## src/rtl/mc_ctrl_pkg.sv

```systemverilog
// Shared encodings for the multi-cycle RV32I control sequencer: states,
// instruction classes, decode field constants and datapath select codes.
package mc_ctrl_pkg;

    typedef enum logic [2:0] {
        ST_RESET,
        ST_FETCH,
        ST_DECODE,
        ST_EXECUTE,
        ST_MEM,
        ST_WB,
        ST_TRAP
    } state_t;

    typedef enum logic [2:0] {
        CLS_R,
        CLS_I,
        CLS_LW,
        CLS_SW,
        CLS_BR,
        CLS_JAL,
        CLS_BAD
    } iclass_t;

    // Opcodes
    localparam logic [6:0] OP_R   = 7'b0110011;
    localparam logic [6:0] OP_I   = 7'b0010011;
    localparam logic [6:0] OP_LW  = 7'b0000011;
    localparam logic [6:0] OP_SW  = 7'b0100011;
    localparam logic [6:0] OP_BR  = 7'b1100011;
    localparam logic [6:0] OP_JAL = 7'b1101111;

    // funct3 values
    localparam logic [2:0] F3_ADD = 3'b000;
    localparam logic [2:0] F3_AND = 3'b111;
    localparam logic [2:0] F3_OR  = 3'b110;
    localparam logic [2:0] F3_XOR = 3'b100;
    localparam logic [2:0] F3_SLT = 3'b010;
    localparam logic [2:0] F3_LW  = 3'b010;
    localparam logic [2:0] F3_SW  = 3'b010;
    localparam logic [2:0] F3_BEQ = 3'b000;
    localparam logic [2:0] F3_BNE = 3'b001;

    // funct7 values
    localparam logic [6:0] F7_BASE = 7'b0000000;
    localparam logic [6:0] F7_ALT  = 7'b0100000;

    // ALU control codes
    localparam logic [2:0] ALU_ADD = 3'b000;
    localparam logic [2:0] ALU_SUB = 3'b001;
    localparam logic [2:0] ALU_AND = 3'b010;
    localparam logic [2:0] ALU_OR  = 3'b011;
    localparam logic [2:0] ALU_XOR = 3'b100;
    localparam logic [2:0] ALU_SLT = 3'b101;

    // Operand A select
    localparam logic [1:0] SRC_A_PC    = 2'b00;
    localparam logic [1:0] SRC_A_OLDPC = 2'b01;
    localparam logic [1:0] SRC_A_RS1   = 2'b10;

    // Operand B select
    localparam logic [1:0] SRC_B_RS2  = 2'b00;
    localparam logic [1:0] SRC_B_FOUR = 2'b01;
    localparam logic [1:0] SRC_B_IMM  = 2'b10;

    // PC source
    localparam logic PC_SRC_ALU    = 1'b0;
    localparam logic PC_SRC_ALUOUT = 1'b1;

    // Write-back source
    localparam logic [1:0] WB_ALUOUT = 2'b00;
    localparam logic [1:0] WB_MDR    = 2'b01;
    localparam logic [1:0] WB_PC     = 2'b10;

    // Immediate format
    localparam logic [1:0] IMM_I = 2'b00;
    localparam logic [1:0] IMM_S = 2'b01;
    localparam logic [1:0] IMM_B = 2'b10;
    localparam logic [1:0] IMM_J = 2'b11;

    // ALU operation for the register/immediate arithmetic group, by funct3.
    function automatic logic [2:0] alu_from_funct3(input logic [2:0] f3);
        logic [2:0] op;
        case (f3)
            F3_AND:  op = ALU_AND;
            F3_OR:   op = ALU_OR;
            F3_XOR:  op = ALU_XOR;
            F3_SLT:  op = ALU_SLT;
            default: op = ALU_ADD;
        endcase
        return op;
    endfunction

endpackage

```

## src/rtl/mc_control_fsm_classify.sv

```systemverilog
// Combinational instruction classifier: maps the instruction register to an
// instruction class and, for R/I arithmetic, the ALU operation to issue.
module instr_classify
    import mc_ctrl_pkg::*;
(
    input  logic [31:0] instr,
    output iclass_t     iclass,
    output logic [2:0]  alu_op,
    output logic        br_ne
);

    logic [6:0] opcode;
    logic [2:0] funct3;
    logic [6:0] funct7;
    logic       alu_f3_ok;
    logic       unused_fields;

    assign opcode = instr[6:0];
    assign funct3 = instr[14:12];
    assign funct7 = instr[31:25];

    // Register and immediate fields are datapath-only; the sequencer ignores them.
    assign unused_fields = ^{instr[24:15], instr[11:7]};

    // Only the arithmetic funct3 values with a matching ALU code are supported.
    assign alu_f3_ok = (funct3 == F3_ADD) || (funct3 == F3_AND) || (funct3 == F3_OR) ||
                       (funct3 == F3_XOR) || (funct3 == F3_SLT);

    // BNE differs from BEQ only in funct3 bit 0.
    assign br_ne = (funct3 == F3_BNE);

    // Decode opcode/funct fields into a class; anything unrecognised is BAD.
    always_comb begin
        iclass = CLS_BAD;
        alu_op = alu_from_funct3(funct3);
        case (opcode)
            OP_R: begin
                if (funct7 == F7_BASE && alu_f3_ok) begin
                    iclass = CLS_R;
                end else if (funct7 == F7_ALT && funct3 == F3_ADD) begin
                    iclass = CLS_R;
                    alu_op = ALU_SUB;
                end
            end
            OP_I: begin
                if (alu_f3_ok) iclass = CLS_I;
            end
            OP_LW: begin
                if (funct3 == F3_LW) iclass = CLS_LW;
            end
            OP_SW: begin
                if (funct3 == F3_SW) iclass = CLS_SW;
            end
            OP_BR: begin
                if (funct3 == F3_BEQ || funct3 == F3_BNE) iclass = CLS_BR;
            end
            OP_JAL: begin
                iclass = CLS_JAL;
            end
            default: ;
        endcase
    end

endmodule

```

## src/rtl/mc_control_fsm.sv

```systemverilog
// Multi-cycle RV32I control sequencer. Walks FETCH/DECODE/EXECUTE/MEM/WB,
// drives ALU and datapath strobes combinationally from the state and the
// instruction register, and traps permanently on unsupported encodings.
module mc_control_fsm
    import mc_ctrl_pkg::*;
(
    input  logic        clk,
    input  logic        rst_n,
    input  logic [31:0] instr,
    input  logic        alu_zero,
    input  logic        mem_ready,
    output logic        mem_req,
    output logic        mem_we,
    output logic        ir_write,
    output logic        pc_write,
    output logic        pc_src,
    output logic [1:0]  alu_src_a,
    output logic [1:0]  alu_src_b,
    output logic [2:0]  alu_ctrl,
    output logic [1:0]  imm_sel,
    output logic        reg_write,
    output logic [1:0]  wb_sel,
    output logic        illegal
);

    state_t     state;
    state_t     state_next;
    iclass_t    iclass;
    logic [2:0] cls_alu_op;
    logic       br_ne;
    logic       br_taken;

    instr_classify u_classify (
        .instr  (instr),
        .iclass (iclass),
        .alu_op (cls_alu_op),
        .br_ne  (br_ne)
    );

    // The compare result is used in the same cycle as the SUB that produces it.
    assign br_taken = br_ne ? !alu_zero : alu_zero;

    // State register; reset forces RESET immediately so every output drops at once.
    always_ff @(posedge clk or negedge rst_n) begin
        if (!rst_n) state <= ST_RESET;
        else        state <= state_next;
    end

    // Next-state and output decode; everything not driven in a state stays 0.
    always_comb begin
        state_next = state;
        mem_req    = 1'b0;
        mem_we     = 1'b0;
        ir_write   = 1'b0;
        pc_write   = 1'b0;
        pc_src     = PC_SRC_ALU;
        alu_src_a  = SRC_A_PC;
        alu_src_b  = SRC_B_RS2;
        alu_ctrl   = ALU_ADD;
        imm_sel    = IMM_I;
        reg_write  = 1'b0;
        wb_sel     = WB_ALUOUT;
        illegal    = 1'b0;

        case (state)
            ST_RESET: begin
                state_next = ST_FETCH;
            end

            ST_FETCH: begin
                mem_req   = 1'b1;
                alu_src_a = SRC_A_PC;
                alu_src_b = SRC_B_FOUR;
                alu_ctrl  = ALU_ADD;
                if (mem_ready) begin
                    ir_write   = 1'b1;
                    pc_write   = 1'b1;
                    pc_src     = PC_SRC_ALU;
                    state_next = ST_DECODE;
                end
            end

            ST_DECODE: begin
                // Branch/jump target is formed here so EXECUTE can load it from ALUOUT.
                alu_src_a = SRC_A_OLDPC;
                alu_src_b = SRC_B_IMM;
                alu_ctrl  = ALU_ADD;
                if (iclass == CLS_BR)       imm_sel = IMM_B;
                else if (iclass == CLS_JAL) imm_sel = IMM_J;
                else                        imm_sel = IMM_I;
                state_next = (iclass == CLS_BAD) ? ST_TRAP : ST_EXECUTE;
            end

            ST_EXECUTE: begin
                case (iclass)
                    CLS_R: begin
                        alu_src_a  = SRC_A_RS1;
                        alu_src_b  = SRC_B_RS2;
                        alu_ctrl   = cls_alu_op;
                        state_next = ST_WB;
                    end
                    CLS_I: begin
                        alu_src_a  = SRC_A_RS1;
                        alu_src_b  = SRC_B_IMM;
                        imm_sel    = IMM_I;
                        alu_ctrl   = cls_alu_op;
                        state_next = ST_WB;
                    end
                    CLS_LW, CLS_SW: begin
                        alu_src_a  = SRC_A_RS1;
                        alu_src_b  = SRC_B_IMM;
                        imm_sel    = (iclass == CLS_SW) ? IMM_S : IMM_I;
                        alu_ctrl   = ALU_ADD;
                        state_next = ST_MEM;
                    end
                    CLS_BR: begin
                        alu_src_a = SRC_A_RS1;
                        alu_src_b = SRC_B_RS2;
                        alu_ctrl  = ALU_SUB;
                        if (br_taken) begin
                            pc_write = 1'b1;
                            pc_src   = PC_SRC_ALUOUT;
                        end
                        state_next = ST_FETCH;
                    end
                    CLS_JAL: begin
                        // PC already holds the incremented address, i.e. the link value.
                        pc_write   = 1'b1;
                        pc_src     = PC_SRC_ALUOUT;
                        reg_write  = 1'b1;
                        wb_sel     = WB_PC;
                        state_next = ST_FETCH;
                    end
                    default: begin
                        state_next = ST_TRAP;
                    end
                endcase
            end

            ST_MEM: begin
                mem_req = 1'b1;
                mem_we  = (iclass == CLS_SW);
                if (mem_ready) begin
                    state_next = (iclass == CLS_SW) ? ST_FETCH : ST_WB;
                end
            end

            ST_WB: begin
                reg_write  = 1'b1;
                wb_sel     = (iclass == CLS_LW) ? WB_MDR : WB_ALUOUT;
                state_next = ST_FETCH;
            end

            ST_TRAP: begin
                illegal    = 1'b1;
                state_next = ST_TRAP;
            end

            default: begin
                state_next = ST_RESET;
            end
        endcase
    end

endmodule

```

## config.mk

```make
export PLATFORM = sky130hd
export DESIGN_NAME = mc_control_fsm
export DESIGN_NICKNAME = d
export VERILOG_FILES = /design/src/rtl/mc_ctrl_pkg.sv /design/src/rtl/mc_control_fsm_classify.sv /design/src/rtl/mc_control_fsm.sv
export SDC_FILE = /design/constraint.sdc
export NUM_CORES = 1
export LEC_CHECK = 0
export ABC_CLOCK_PERIOD_IN_PS = 2000
export CORE_ASPECT_RATIO = 0.75
export CORE_MARGIN = 8
export CORE_UTILIZATION = 30
export DETAILED_ROUTE_END_ITERATION = 7
export PLACE_DENSITY = 0.77
export SLEW_MARGIN = 25
export SYNTH_ARGS = -nofsm -noshare
export SYNTH_HDL_FRONTEND = slang
export SYNTH_SLANG_ARGS = --single-unit
```

## constraint.sdc

```tcl
create_clock -name clk -period 2 [get_ports clk]
set_clock_uncertainty 0.2 [all_clocks]
set_input_delay 0.4 -clock clk [delete_from_list [all_inputs] [get_ports clk]]
set_output_delay 0.4 -clock clk [all_outputs]
set_load 0.02 [all_outputs]
```

### Word level (Yosys, flattened, before mapping)

Cells that the tools add are included.

| storage, ports and cells | value |
|---|---|
| word-level logic and storage cells | 90 |
| bits in registers | 3 |
| ROM bits | 0 |
| output and inout bits | 18 |
| latch bits | 0 |
| bits in writable memories | 0 |
| input bits | 36 |
| memories | 0 |

| cells by class | value |
|---|---|
| equality and inequality tests | 26 |
| order comparisons | 0 |
| shift-type cells | 0 |
| bitwise logic cells | 0 |
| div/mod/pow operators | 0 |
| reduce and logical (&&, ||, !) cells | 20 |
| $mul | 0 |
| mux-type cells | 43 |
| add/subtract/negate cells | 0 |

Operators with widths:

| kind | number |
|---|---|
| 3-bit 2-to-1 mux | 13 |
| 3-bit one-hot mux with 6 select lines | 2 |
| 3-bit == test (second input constant) | 9 |
| 7-bit by 6-bit == test with 1-bit output (second input constant) | 3 |
| 3-bit by 2-bit == test with 1-bit output (second input constant) | 5 |
| 7-bit == test (second input constant) | 2 |
| 1-bit 2-to-1 mux | 12 |
| 2-bit 2-to-1 mux | 6 |
| 2-bit one-hot mux with 2 select lines | 3 |
| 3-bit one-hot mux with 4 select lines | 1 |
| 2-bit OR reduction | 5 |
| 3-bit by 1-bit == test with 1-bit output (second input constant) | 3 |
| 3-bit zero test | 3 |
| 3-bit one-hot mux with 3 select lines | 1 |
| 7-bit by 2-bit == test with 1-bit output (second input constant) | 1 |
| 7-bit by 5-bit == test with 1-bit output (second input constant) | 1 |
| 7-bit zero test | 1 |
| 1-bit one-hot mux with 2 select lines | 3 |
| 2-bit one-hot mux with 3 select lines | 1 |
| 3-bit one-hot mux with 2 select lines | 1 |
| 1-bit logical OR | 5 |
| 5-bit OR reduction | 1 |
| 2-bit inequality test (second input constant) | 2 |
| 3-bit OR reduction | 1 |
| other kinds (3) | 4 |

### Depth between registers and ports, before layout

Gate-level depths: netlist of run 1.

| depth | value |
|---|---|
| depth after elaboration | 12 |
| mapped depth | 7 |

### By module

From an unflattened synthesis of run 1, not the netlist that was laid out.

| second synthesis, totals | value |
|---|---|
| cell total of the unflattened synthesis | 91 |
| area total of the unflattened synthesis | 648.1 um^2 |

By module, submodules not included:

| module | cells an instance | sequential area each (um^2) | area each (um^2) | instances |
|---|---|---|---|---|
| mc_control_fsm | 57 | 75.1 | 429.2 | 1 |
| instr_classify | 34 | 0.0 | 219.0 | 1 |

### Worst setup path after synthesis of run 1

No wires, ideal clock.

| timing | value |
|---|---|
| path kind | input port to output port |
| start | input instr[14] |
| end | output pc_write |
| arrival time | 1,860 ps |
| path slack | -460 ps |
| cell stages on the path | 6 |
| required time | 1,400 ps |
| path through | buf_2 nor3b_1 o2bb2ai_1 a21oi_4 and2_4 o31ai_1 |

| on the way | value |
|---|---|
| longest elaborated chain between the ends | 11 |

RTL lines:

| element | line | RTL |
|---|---|---|
| start, declared | mc_control_fsm.sv:9 | `input logic [31:0] instr,` |
| 3-bit == test or 3-bit zero test (tied branches) | mc_control_fsm_classify.sv:26, mc_control_fsm_classify.sv:40, mc_control_fsm_classify.sv:55 |  |
| 1-bit logical OR (3 in series) | mc_control_fsm_classify.sv:26 | `assign alu_f3_ok = (funct3 == F3_ADD) \|\| (funct3 == F3_AND) \|\| (funct3 == F3_OR) \|\|` |
| 1-bit logical OR | mc_control_fsm_classify.sv:27 | `(funct3 == F3_XOR) \|\| (funct3 == F3_SLT);` |
| 1-bit logical AND | mc_control_fsm_classify.sv:38 | `if (funct7 == F7_BASE && alu_f3_ok) begin` |
| 3-bit 2-to-1 mux | mc_control_fsm_classify.sv:38 |  |
| 3-bit one-hot mux with 6 select lines | mc_control_fsm_classify.sv:36 | `case (opcode)` |
| 3-bit == test | mc_control_fsm.sv:95 | `case (iclass)` |
| 1-bit one-hot mux with 2 select lines * | mc_control_fsm.sv:95 |  |
| 1-bit one-hot mux with 2 select lines * | mc_control_fsm.sv:65 | `case (state)` |
| end, declared | mc_control_fsm.sv:15 | `output logic pc_write,` |

Every way passes the cells marked *; elsewhere a longest branch is shown, timed or not.

### Final worst setup path of run 1

| timing | value |
|---|---|
| start | input instr[4] |
| end | output pc_src |

| on the way | value |
|---|---|
| longest elaborated chain between the ends | 5 |

RTL lines:

| element | line | RTL |
|---|---|---|
| 7-bit == test, or another cell as far along | mc_control_fsm_classify.sv:36 |  |
| 3-bit one-hot mux with 6 select lines * | mc_control_fsm_classify.sv:36 |  |
| 3-bit == test | mc_control_fsm.sv:95 |  |
| 1-bit one-hot mux with 2 select lines * | mc_control_fsm.sv:95 |  |
| 1-bit 2-to-1 mux * | - |  |
| end, declared | mc_control_fsm.sv:16 | `output logic pc_src,` |

Marks and branches as above.

==> impl_results.md, run 1 <==
- Pre-CTS setup slack: -1.35 ns
- DR vias: 1314
- Overflow after GRT: 0
- Slowest stage cell, crit path: nor4_4
- Outcome: complete, but fails checks
- Crit share post-route: 122%
- Worst Path Max Fanout: 5
- Peak per-stage delay on the critical path: roughly 0.28 ns
- Vias in the first global route: around 1300
- Yosys warns: 0
- Largest register FFs: 3
- Power after layout: roughly 1300 uW
- Static Leak: roughly 0.0009 uW
- Initial antenna violation count: 0
- Antenna cells: 0
- Cell Pwr Density: roughly 640 nW/um2
- Inserted Clock Buffers: 3
- FP Rows: 15
- Seq/Total Area, Yosys: between 10 and 15%
- Clock-pin slew on the worst setup and hold paths: ~0.050 ns
- DR vias/cell: ~5.8
- DP Area: roughly 1500 um2
- Buffers & Inverters on Critical Path: 2
- First-pass GRT wire length: between 6 and 7 mm
- DIE HEIGHT: about 57 um
- Hold/Removal Path Class: input port to async pin
- Cells after synthesis: 96
- Width of the die: about 71 um
- Final ANT Viol Nets: 0
- Pre-Repair DR Iteration Count: 4
- Gr usage total: a little over a fifth
- Max Fclk: roughly 410 MHz
- Worst-path cell chain: buf_8 -> and3b_2 -> and4_4 -> a31o_4 -> nand2_1 -> nor4_4 -> buf_4
- Setup ws final: -0.440 ns
- Syn_nets: about 130
- Cell area after synthesis: a little under 700 um2
- WP data arrival: roughly 1.8 ns
- Starting density of the core: a little under a third
- Distinct cells, synth: 47
- VDD IR max: 0.948 mV
- Leading cell types in the layout, fill and taps excluded: buf_4 (51), buf_6 (34), nand2_1 (10), buf_2 (7)
- FFs w/ async S/R, synth: 100%
- Final setup viols: 15
- CTS Sinks: 3
- Layout cell share with drive strength beyond 1: 77.2%
- Clock tree root buffer cell: clkbuf_4
- Slew at the pin with the worst max-slew slack: 0.332 ns
- Crit path time final: 2.44 ns
- Slew Viols, Final: 0
- Primary FF master, synth: dfrtp_1
- Finished Cell Area: about 2000 um2
- Worst skew pair latency: 0.27 ns
- Final-report hold violation count: 0
- Die area: ~4100 um2
- Clk buf depth: 2
- Synth area leader: dfrtp_1
- RSZ-0062 raised after global routing: yes
- Slew HR: 77.9%
- Layout net count: between 200 and 250
- Avg Cell Area, Syn: slightly above 7 um2
- Most common cell after layout, fill and taps aside: buf_4
- RD Place Congestion: around 0.86
- Detailed-route DRC error count: 0
- Synth area leaders: dfrtp_1 (11%), nand2_1 (7.1%), nor2_1 (4.4%)
- Post-synth EDFFs: 0
- Routed wire length: 5.35 mm
- CP endpoint kind: primary output
- Crit path launch type: input port
- Largest regs: state (3)
- Area growth, synth to finish: 194%
- CP delay by family, top: simple AND/OR/NAND/NOR gates
- IO Port Bufs: 38
- Largest net degree at the start of global routing: 8
- H-tree Lvls: 1
- Boundary Pins: 54
- Iter 0 DRT Violations: between 50 and 60
- Hold Buf Count CTS: 0
- CTS tree: built
- Core area: approximately 2200 um2
- DP HPWL: ~2.6 mm
- Crit Path Category: input port to primary output
- Post-synth top area share: a little over a tenth
- Failing checks: negative setup slack
- Crit path required time: 1.40 ns
- Final design utilization: approximately nine tenths
- Max-Cap Viols: 0
- Synth Register Bits: 3
- Avg WL per Cell: around 24 um
- Top reg by flops: state
## cell usage after synthesis, types with 2 or more instances
| library cell | n |
|---|---|
| nor2_1 | 8 |
| o21ai_0 | 3 |
| nand3_1 | 4 |
| dfrtp_1 | 3 |
| nor3_1 | 5 |
| a31oi_1 | 2 |
| nand2b_1 | 4 |
| and2_1 | 4 |
| nor3b_1 | 3 |
| o21a_1 | 2 |
| a21oi_1 | 4 |
| inv_1 | 6 |
| nand2_1 | 13 |
| o22ai_1 | 2 |
## kinds of logic (layout without fill, tap and decap cells)
family          Yosys count  in the layout  synth area share, %
simple gates             53             53                 43.5
compound gates           29             29                 36.9
buf+inv                   9            115                 6.18
flops                     3              3                 10.9
xor+xnor                  2              2                 2.55
## stage by stage
step / TNS (ns) / hold slack [ns] / std cells
3_5_place_dp: -18.12 / 0.409 / 201
5_1_grt: -5.39 / 0.118 / 227
3_3_place_gp: -17.37 / 0.393 / 201
6_report: -4.63 / 0.125 / 227
2_1_floorplan: -1.27 / -0.0956 / 96
4_1_cts: -3.71 / 0.142 / 223
## where the power goes
part           internal, uW  switching, uW
clock                  76.1           51.9
combinational           497            556
sequential             94.8           27.2
total                   668            635
## area by class of cell
class                      instances  area (um2)
clock buffer                       4        26.3
fill                              93         210
inverter                           6        22.5
multi-input combinational         84         901
sequential                         3        76.3
tap                               25        31.3
timing repair buffer             105         966
## what timing repair did
item,CTS,global route
pin swaps,28,10
resized for setup,211,29
gates cloned,0,0
endpoints found under the setup margin,21,19
setup buffers,19,4
## path summary, 6_finish.rpt
kind | from | end | slack, ns | cells past startpoint
max in group asynchronous | rst_n | state[2] | 1.30 | 1
min | rst_n | state[0] | 0.12 | 1
max reg2reg | state[0] | state[0] | 0.40 | 7
min reg2reg | state[1] | state[0] | 0.58 | 2
min in group clk | instr[0] | state[2] | 0.52 | 6
max | instr[4] | pc_src | -0.44 | 7
## per-layer routing
metal	wire (um)	part of all wire (%)	GRT usage, %
met5	0	0	0
met4	261	4.9	11.2
met3	329	6.2	5.24
met2	2490	47	34.9
met1	2270	42	25.9
No activity file was read; power rests on OpenSTA's default activity.
==> run 2: changes to the inputs <==
Settings changed: ABC_CLOCK_PERIOD_IN_PS 2000 to default, CTS_CLUSTER_DIAMETER from default to 150.
==> results of run 2 <==
Same layout as run 1: the final DEF is identical, and so are final timing and power.
